--- config.mk ---
export PLATFORM = sky130hd
export DESIGN_NAME = mycpu_mem_stage
export DESIGN_NICKNAME = d
export VERILOG_FILES = /design/src/rtl/mycpu_mem_stage.sv
export SDC_FILE = /design/constraint.sdc
export NUM_CORES = 1
export LEC_CHECK = 0
export BUFFER_PORTS_ARGS = -buffer_cell sky130_fd_sc_hd__buf_4
export CORE_MARGIN = 5
export CORE_UTILIZATION = 53
export CTS_BUF_LIST = sky130_fd_sc_hd__clkbuf_2 sky130_fd_sc_hd__clkbuf_4 sky130_fd_sc_hd__clkbuf_8
export DETAILED_ROUTE_END_ITERATION = 10
export PLACE_DENSITY = 0.95
export SLEW_MARGIN = 20
export SYNTH_ARGS = -nofsm -noshare
export SYNTH_HDL_FRONTEND = slang
export SYNTH_SLANG_ARGS = --single-unit
--- constraint.sdc ---
create_clock -name clk -period 4.4 [get_ports clk]
set_input_delay 1.1 -clock clk [delete_from_list [all_inputs] [get_ports clk]]
set_output_delay 1.1 -clock clk [all_outputs]
set_load 0.005 [all_outputs]
--- src/rtl/mycpu_mem_stage.sv ---
// MEM stage: data-SRAM handshake, load extension, store strobes.
// Define MYCPU_MEM_ALIGN_CHECK_EN for misaligned-address exceptions.
module mycpu_mem_stage #(
  parameter int DEST_W     = 5,
  parameter bit STORE_WAIT = 1'b1
) (
  input  logic              clk,
  input  logic              resetn,
  input  logic              ex_valid,
  input  logic [31:0]       ex_alu_result,
  input  logic [31:0]       ex_store_data,
  input  logic [3:0]        ex_mem_op,
  input  logic [DEST_W-1:0] ex_dest,
  output logic              mem_allowin,
  output logic              data_req,
  output logic              data_wr,
  output logic [1:0]        data_size,
  output logic [31:0]       data_addr,
  output logic [3:0]        data_wstrb,
  output logic [31:0]       data_wdata,
  input  logic              data_addr_ok,
  input  logic              data_data_ok,
  input  logic [31:0]       data_rdata,
  input  logic              wb_allowin,
`ifdef MYCPU_MEM_ALIGN_CHECK_EN
  output logic              wb_adel,
  output logic              wb_ades,
`endif
  output logic              wb_valid,
  output logic [DEST_W-1:0] wb_dest,
  output logic [31:0]       wb_result
);

  typedef enum logic [1:0] {
    S_EMPTY, S_REQ, S_WAIT, S_READY
  } state_e;

  localparam logic [3:0] OP_LB  = 4'd1;
  localparam logic [3:0] OP_LBU = 4'd2;
  localparam logic [3:0] OP_LH  = 4'd3;
  localparam logic [3:0] OP_LHU = 4'd4;
  localparam logic [3:0] OP_LW  = 4'd5;
  localparam logic [3:0] OP_SB  = 4'd6;
  localparam logic [3:0] OP_SH  = 4'd7;
  localparam logic [3:0] OP_SW  = 4'd8;

  state_e            state_q, state_d;
  logic [31:0]       res_q, res_d;
  logic [31:0]       sdata_q, sdata_d;
  logic [3:0]        op_q, op_d;
  logic [DEST_W-1:0] dest_q, dest_d;
  logic              adel_q, adel_d;
  logic              ades_q, ades_d;

  logic ex_mem, ex_load, ex_store, ex_mis, accept;
  logic q_load, q_store, q_byte, q_half, q_word;
  logic [7:0]  ld_b;
  logic [15:0] ld_h;
  logic [31:0] ld_fmt;

  assign ex_load  = (ex_mem_op >= OP_LB) && (ex_mem_op <= OP_LW);
  assign ex_store = (ex_mem_op >= OP_SB) && (ex_mem_op <= OP_SW);
  assign ex_mem   = ex_load | ex_store;

`ifdef MYCPU_MEM_ALIGN_CHECK_EN
  assign ex_mis =
    (((ex_mem_op == OP_LH) || (ex_mem_op == OP_LHU) ||
      (ex_mem_op == OP_SH)) && ex_alu_result[0]) ||
    (((ex_mem_op == OP_LW) || (ex_mem_op == OP_SW)) &&
      (ex_alu_result[1:0] != 2'b00));
  assign wb_adel = wb_valid & adel_q;
  assign wb_ades = wb_valid & ades_q;
`else
  assign ex_mis = 1'b0;
`endif

  assign q_load  = (op_q >= OP_LB) && (op_q <= OP_LW);
  assign q_store = (op_q >= OP_SB) && (op_q <= OP_SW);
  assign q_byte  = (op_q == OP_LB) || (op_q == OP_LBU) || (op_q == OP_SB);
  assign q_half  = (op_q == OP_LH) || (op_q == OP_LHU) || (op_q == OP_SH);
  assign q_word  = (op_q == OP_LW) || (op_q == OP_SW);

  assign mem_allowin = (state_q == S_EMPTY) ||
                       ((state_q == S_READY) && wb_allowin);
  assign accept      = ex_valid & mem_allowin;

  assign data_req  = (state_q == S_REQ);
  assign data_wr   = q_store;
  assign data_addr = res_q;
  assign wb_valid  = (state_q == S_READY);
  assign wb_dest   = dest_q;
  assign wb_result = res_q;

  always_comb begin
    data_size  = 2'd2;
    data_wstrb = 4'b0000;
    data_wdata = sdata_q;
    unique case (1'b1)
      q_byte: begin
        data_size = 2'd0;
        if (q_store) begin
          data_wstrb = 4'b0001 << res_q[1:0];
          data_wdata = {4{sdata_q[7:0]}};
        end
      end
      q_half: begin
        data_size = 2'd1;
        if (q_store) begin
          data_wstrb = res_q[1] ? 4'b1100 : 4'b0011;
          data_wdata = {2{sdata_q[15:0]}};
        end
      end
      q_word: begin
        if (q_store) data_wstrb = 4'b1111;
      end
      default: ;
    endcase
  end

  always_comb begin
    unique case (res_q[1:0])
      2'd0:    ld_b = data_rdata[7:0];
      2'd1:    ld_b = data_rdata[15:8];
      2'd2:    ld_b = data_rdata[23:16];
      default: ld_b = data_rdata[31:24];
    endcase
    ld_h = res_q[1] ? data_rdata[31:16] : data_rdata[15:0];
    unique case (op_q)
      OP_LB:   ld_fmt = {{24{ld_b[7]}}, ld_b};
      OP_LBU:  ld_fmt = {24'd0, ld_b};
      OP_LH:   ld_fmt = {{16{ld_h[15]}}, ld_h};
      OP_LHU:  ld_fmt = {16'd0, ld_h};
      default: ld_fmt = data_rdata;
    endcase
  end

  always_comb begin
    state_d = state_q;
    res_d   = res_q;
    sdata_d = sdata_q;
    op_d    = op_q;
    dest_d  = dest_q;
    adel_d  = adel_q;
    ades_d  = ades_q;
    unique case (state_q)
      S_REQ: begin
        if (data_addr_ok)
          state_d = (q_load || STORE_WAIT) ? S_WAIT : S_READY;
      end
      S_WAIT: begin
        if (data_data_ok) begin
          state_d = S_READY;
          if (q_load) res_d = ld_fmt;
        end
      end
      S_READY: begin
        if (wb_allowin) state_d = S_EMPTY;
      end
      default: ;
    endcase
    // a new accept overrides the drain to EMPTY in the same cycle
    if (accept) begin
      res_d   = ex_alu_result;
      sdata_d = ex_store_data;
      op_d    = ex_mem_op;
      dest_d  = ex_mis ? '0 : ex_dest;
      adel_d  = ex_mis & ex_load;
      ades_d  = ex_mis & ex_store;
      state_d = (ex_mem && !ex_mis) ? S_REQ : S_READY;
    end
  end

  always_ff @(posedge clk or negedge resetn) begin
    if (!resetn) begin
      state_q <= S_EMPTY;
      res_q   <= '0;
      sdata_q <= '0;
      op_q    <= '0;
      dest_q  <= '0;
      adel_q  <= 1'b0;
      ades_q  <= 1'b0;
    end else begin
      state_q <= state_d;
      res_q   <= res_d;
      sdata_q <= sdata_d;
      op_q    <= op_d;
      dest_q  <= dest_d;
      adel_q  <= adel_d;
      ades_q  <= ades_d;
    end
  end

  wire unused_ok = &{1'b0, adel_q, ades_q};

endmodule
# [After elaboration in Yosys (flattened, before gate mapping)]
# Cells that the tools add are included.
[totals] reg_bits=75 inputBits=111 output_inout_bits=111 elab_cells=73
[op_classes] n_lt_le_gt_ge=8 eq_ne=16 n_shift=1 mux=22 n_bitwise=2 reduce_logical=19
[op_table] op="two-way mux 32 bit" n=6
[op_table] op="case mux 32 bit (4 select lines)" n=1
[op_table] op="case mux 32 bit (2 select lines)" n=1
[op_table] op="case mux 8 bit (3 select lines)" n=1
[op_table] op="== test 4 x 3 -> 1 bit, second input constant" n=4
[op_table] op="two-way mux 16 bit" n=1
[op_table] op="two-way mux 4 bit" n=4
[op_table] op="case mux 4 bit (3 select lines)" n=1
[op_table] op="two-way mux 2 bit" n=5
[op_table] op="== test 4 x 2 -> 1 bit, second input constant" n=2
[op_table] op="greater-or-equal comparator 4 x 1 -> 1 bit, second input constant" n=2
[op_table] op="greater-or-equal comparator 4 x 3 -> 1 bit, second input constant" n=2
[op_table] op="<= comparator 4 x 3 -> 1 bit, second input constant" n=2
[op_table] op="<= comparator 4 bit, second input constant" n=2
[op_table] op="== test 2 bit, second input constant" n=3
[op_table] op="logical OR 1 bit" n=6
[op_table] op="case mux 2 bit (3 select lines)" n=1
[op_table] op="nonzero test 2 bit" n=3
[op_table] op="logical AND 1 bit" n=5
[op_table] op="== test 2 x 1 -> 1 bit, second input constant" n=2
[op_table] op="== test 4 x 1 -> 1 bit, second input constant" n=1
[op_table] op="== test 4 bit, second input constant" n=1
[op_table] op="zero test 2 bit" n=2
[op_table] op="case mux 2 bit (2 select lines)" n=1
[op_table] op="9 further kinds" n=9

# [Depth between registers and ports, before layout]
[depth] word_depth=7 ltp_mapped=8 mapped_depth_nobuf=4

# [Worst setup path before layout]
# No wires, ideal clock.
[synth_timing] path_kind="in2out" from="in wb_allowin" to="out mem_allowin" t_arrival_ns=1.904 slack_ns=1.396 stages=4 n_path_buf=2 cell_sequence="and3_1 buf_2 buf_2 or2_2"
[synth_between] elab_chain_len=2
[synth_rtl] element="start: declaration" line_no="24" source="input logic wb_allowin,"
[synth_rtl] element="logical AND 1 bit" line_no="84" source="((state_q == S_READY) && wb_allowin);"
[synth_rtl] element="logical OR 1 bit" line_no="83" source="assign mem_allowin = (state_q == S_EMPTY) ||"
[synth_rtl] element="end: declaration" line_no="14" source="output logic mem_allowin,"
# No other way between the ends.

# [Worst setup path after layout]
[layout_timing] from="reg op_q[3]" to="out data_wdata[12]"
[layout_between] elab_chain_len=4 elab_cells_between_ends=15
[layout_rtl] element="start: declaration" line_no="50" source="logic [3:0] op_q, op_d;"
[layout_rtl] element="start signal: assignment" line_no="186" source="op_q <= op_d;"
[layout_rtl] element="greater-or-equal comparator 4 x 3 -> 1 bit (tied with other cells)" line_no="78" source="assign q_store = (op_q >= OP_SB) && (op_q <= OP_SW);"
[layout_rtl] element="logical AND 1 bit (tied with other cells)" line_no="78"
[layout_rtl] element="two-way mux 32 bit (tied with other cells)" line_no="101" source="if (q_store) begin"
[layout_rtl] element="case mux 32 bit (2 select lines) *" line_no="98" source="unique case (1'b1)"
[layout_rtl] element="end: declaration" line_no="20" source="output logic [31:0] data_wdata,"
# Every way passes the cells marked *; elsewhere a longest branch is shown, timed or not.

==> impl_metrics.env <==
export IMPL_fp_dieH_um=105
export IMPL_cts_buffer_depth=2
export IMPL_seq_area_um2=1880
export IMPL_setup_worst_path_class="flop to output port"
export IMPL_hold_path_class="flop to flop"
export IMPL_synth_largest_area_cell="dfrtp_1"
export IMPL_power_uw=4350
export IMPL_avgViaCountPerCell=5.99
export IMPL_grt_max_degree=76
export IMPL_report_final_slew_viol_count=0
export IMPL_status="completed"
export IMPL_top_layer_used="met4"
export IMPL_async_flop_share_pct=100
export IMPL_maxCapViolations=0
export IMPL_crit_path_end_kind="output port"
export IMPL_crit_required_ns=3.30
export IMPL_grt_pass1_wl_um=25800
export IMPL_wl_met3_um=1900
export IMPL_leakagePower_uw=0.00330
export IMPL_route_detailed_drc=0
export IMPL_fin_skew_ns=0.0238
export IMPL_synth_ff_type="dfrtp_1"
export IMPL_cts_tree="done"
export IMPL_root_buffer="clkbuf_8"
export IMPL_placed_cell_area_um2=6120
export IMPL_setup_viol=0
export IMPL_ys_seq_area_share_pct=39.3
export IMPL_area_growth_pct=33.1
export IMPL_grt_pass1_vias=5186
export IMPL_period_needed_ns=3.57
export IMPL_worst_pin_slew_ns=0.977
export IMPL_final_design_area_no_fill_um2=6350
export IMPL_grt_ovfl_total=0
export IMPL_fin_setup_tns_ns=0
export IMPL_post_cts_resized=0
export IMPL_syn_nets=686
export IMPL_gp_congestion=0.950
export IMPL_drtAntennaViolNets=0
export IMPL_postCtsHoldBufs=0
export IMPL_period_share_pct=81.2
export IMPL_yosysMostFrequentCell="nand2_1"
export IMPL_start_util_pct=54.4
export IMPL_die_x_um=105
export IMPL_top_level_ports=222
export IMPL_max_vdd_ir_drop_uv=362
export IMPL_routedWlPerCell_um=19.5
export IMPL_cp_max_fo=28
export IMPL_wl_met1_um=5520
export IMPL_synth_seq_cells=75
export IMPL_first_iter_violations=376
export IMPL_finalWirelength_um=16500
export IMPL_synth_area_leaders="dfrtp_1 39%, nand2_1 14%, buf_4 6.3%, a211oi_1 5.4%, mux4_2 3.8%"
export IMPL_multi_input_area_um2=2340
export IMPL_vias=5052
export IMPL_max_freq_mhz=280
export IMPL_dp_hpwl_um=12300
export IMPL_powerDensity_nw_per_um2=685
export IMPL_layout_nets=842
export IMPL_io_buffers=221
export IMPL_synth_area_um2=4770
export IMPL_cts_buffers=9
export IMPL_drtPass1Iterations=5
export IMPL_coreArea_um2=8760
export IMPL_arrival_ns=2.47
export IMPL_critPathLaunchType="flop"
export IMPL_wl_met2_um=8110
export IMPL_hold_viol=0
export IMPL_antennaDiodeCount=0
export IMPL_final_layout_size_suffix_gt1_share_pct=35.5
export IMPL_syn_area_per_cell_um2=8.30
export IMPL_synth_distinct_cells=46
export IMPL_yosysTopAreaCellShare_pct=39.3
export IMPL_cts_sinks=75
export IMPL_grt_use_total_pct=29.0
export IMPL_fillers=654
export IMPL_post_cts_buffers=0
export IMPL_cts_clk_slew_worst_paths_ns=0.08
export IMPL_rsz0062_at_grt="no"
export IMPL_ys_warn_count=0
export IMPL_htree_levels=3
export IMPL_synth_edf_count=0
export IMPL_max_slew_margin_pct=34.9
export IMPL_dieArea_um2=11000
export IMPL_clock_latency_ns=0.36
export IMPL_synth_commonest_cells="184 x nand2_1, 75 x dfrtp_1, 40 x buf_4"
export IMPL_std_cell_rows=34
export IMPL_synthCells=575
export IMPL_grt_antenna_before_repair=0
[power by group]
part	total (uW)	internal, uW	switching [uW]	leakage, uW
Clock	560	286	274	0.0000992
Sequential	1450	1010	439	0.000915
Combinational	2340	1220	1130	0.00228
[state kept, by name (all words and copies together), names as in the netlist]
| register | flops |
|---|---|
| sdata_q | 32 |
| data_addr | 32 |
| op_q | 4 |
| wb_dest | 5 |
| state_q | 2 |
[cells by family (layout without fill, tap and decap cells)]
| logic type | count (synthesis) | after routing | share of synthesized area [%] |
|---|---|---|---|
| simple gates | 248 | 248 | 21.7 |
| compound gates | 123 | 123 | 19.1 |
| buf+inv | 102 | 263 | 11.9 |
| flops | 75 | 75 | 39.3 |
| mux | 25 | 25 | 7.55 |
| xor+xnor | 2 | 2 | 0.367 |
[stage by stage]
step	setup WS [ns]	util (%)	hold slack [ns]	std cells
after CTS	0.845	72.3	0.490	843
after detailed placement	1.16	69.9	0.468	827
final	0.828	72.5	0.487	844
after global routing	0.715	72.5	0.509	844
after global placement	1.20	69.9	0.458	827
after floorplan	1.40	-	0.446	575
[critical path: stages, from the launching register on]
cell and delay, ns:
dfrtp_1 0.73, or2_1 0.38, buf_4 0.23, nor2_4 0.27, mux2_1 0.37, buf_4 0.15
[cell usage in the layout (no fill, tap or decap), types with 3 or more instances in the layout]
cell	instances
inv_1	19
mux2_1	8
a211oi_1	34
and3_1	9
nand2_1	184
a311oi_1	7
o211ai_1	17
a21oi_1	5
dfrtp_1	75
mux2i_1	9
mux4_2	8
o21ai_1	26
nor2b_1	3
a221o_1	16
nor2_1	22
o31ai_1	3
nor3_1	17
clkbuf_8	10
buf_4	227
[layer usage]
layer	vias to the layer above	global-route usage [%]
met5	-	0
met4	0	18.4
met3	76	7.58
met2	368	47.4
met1	2345	33.8
li1	2263	-
[area by class of cell]
class,count,area share [%]
multi-input combinational,398,36.8
sequential,75,29.5
timing repair buffer,228,27.1
clock buffer,11,2.28
tap,108,2.13
inverter,19,1.12
clock inverter,5,0.985
[worst paths after layout]
kind | slack, ns | to | depth (start not counted) | start
max | 0.83 | data_wdata[12] | 5 | op_q[3]
min | 0.49 | wb_dest[0] | 2 | wb_dest[0]
max reg2reg | 1.61 | data_addr[29] | 4 | op_q[0]
min reg2reg | 0.49 | wb_dest[0] | 2 | wb_dest[0]
max in group asynchronous | 3.10 | sdata_q[6] | 2 | resetn
min in group asynchronous | 0.68 | data_addr[19] | 1 | resetn
(Power assumes the default switching activity.)
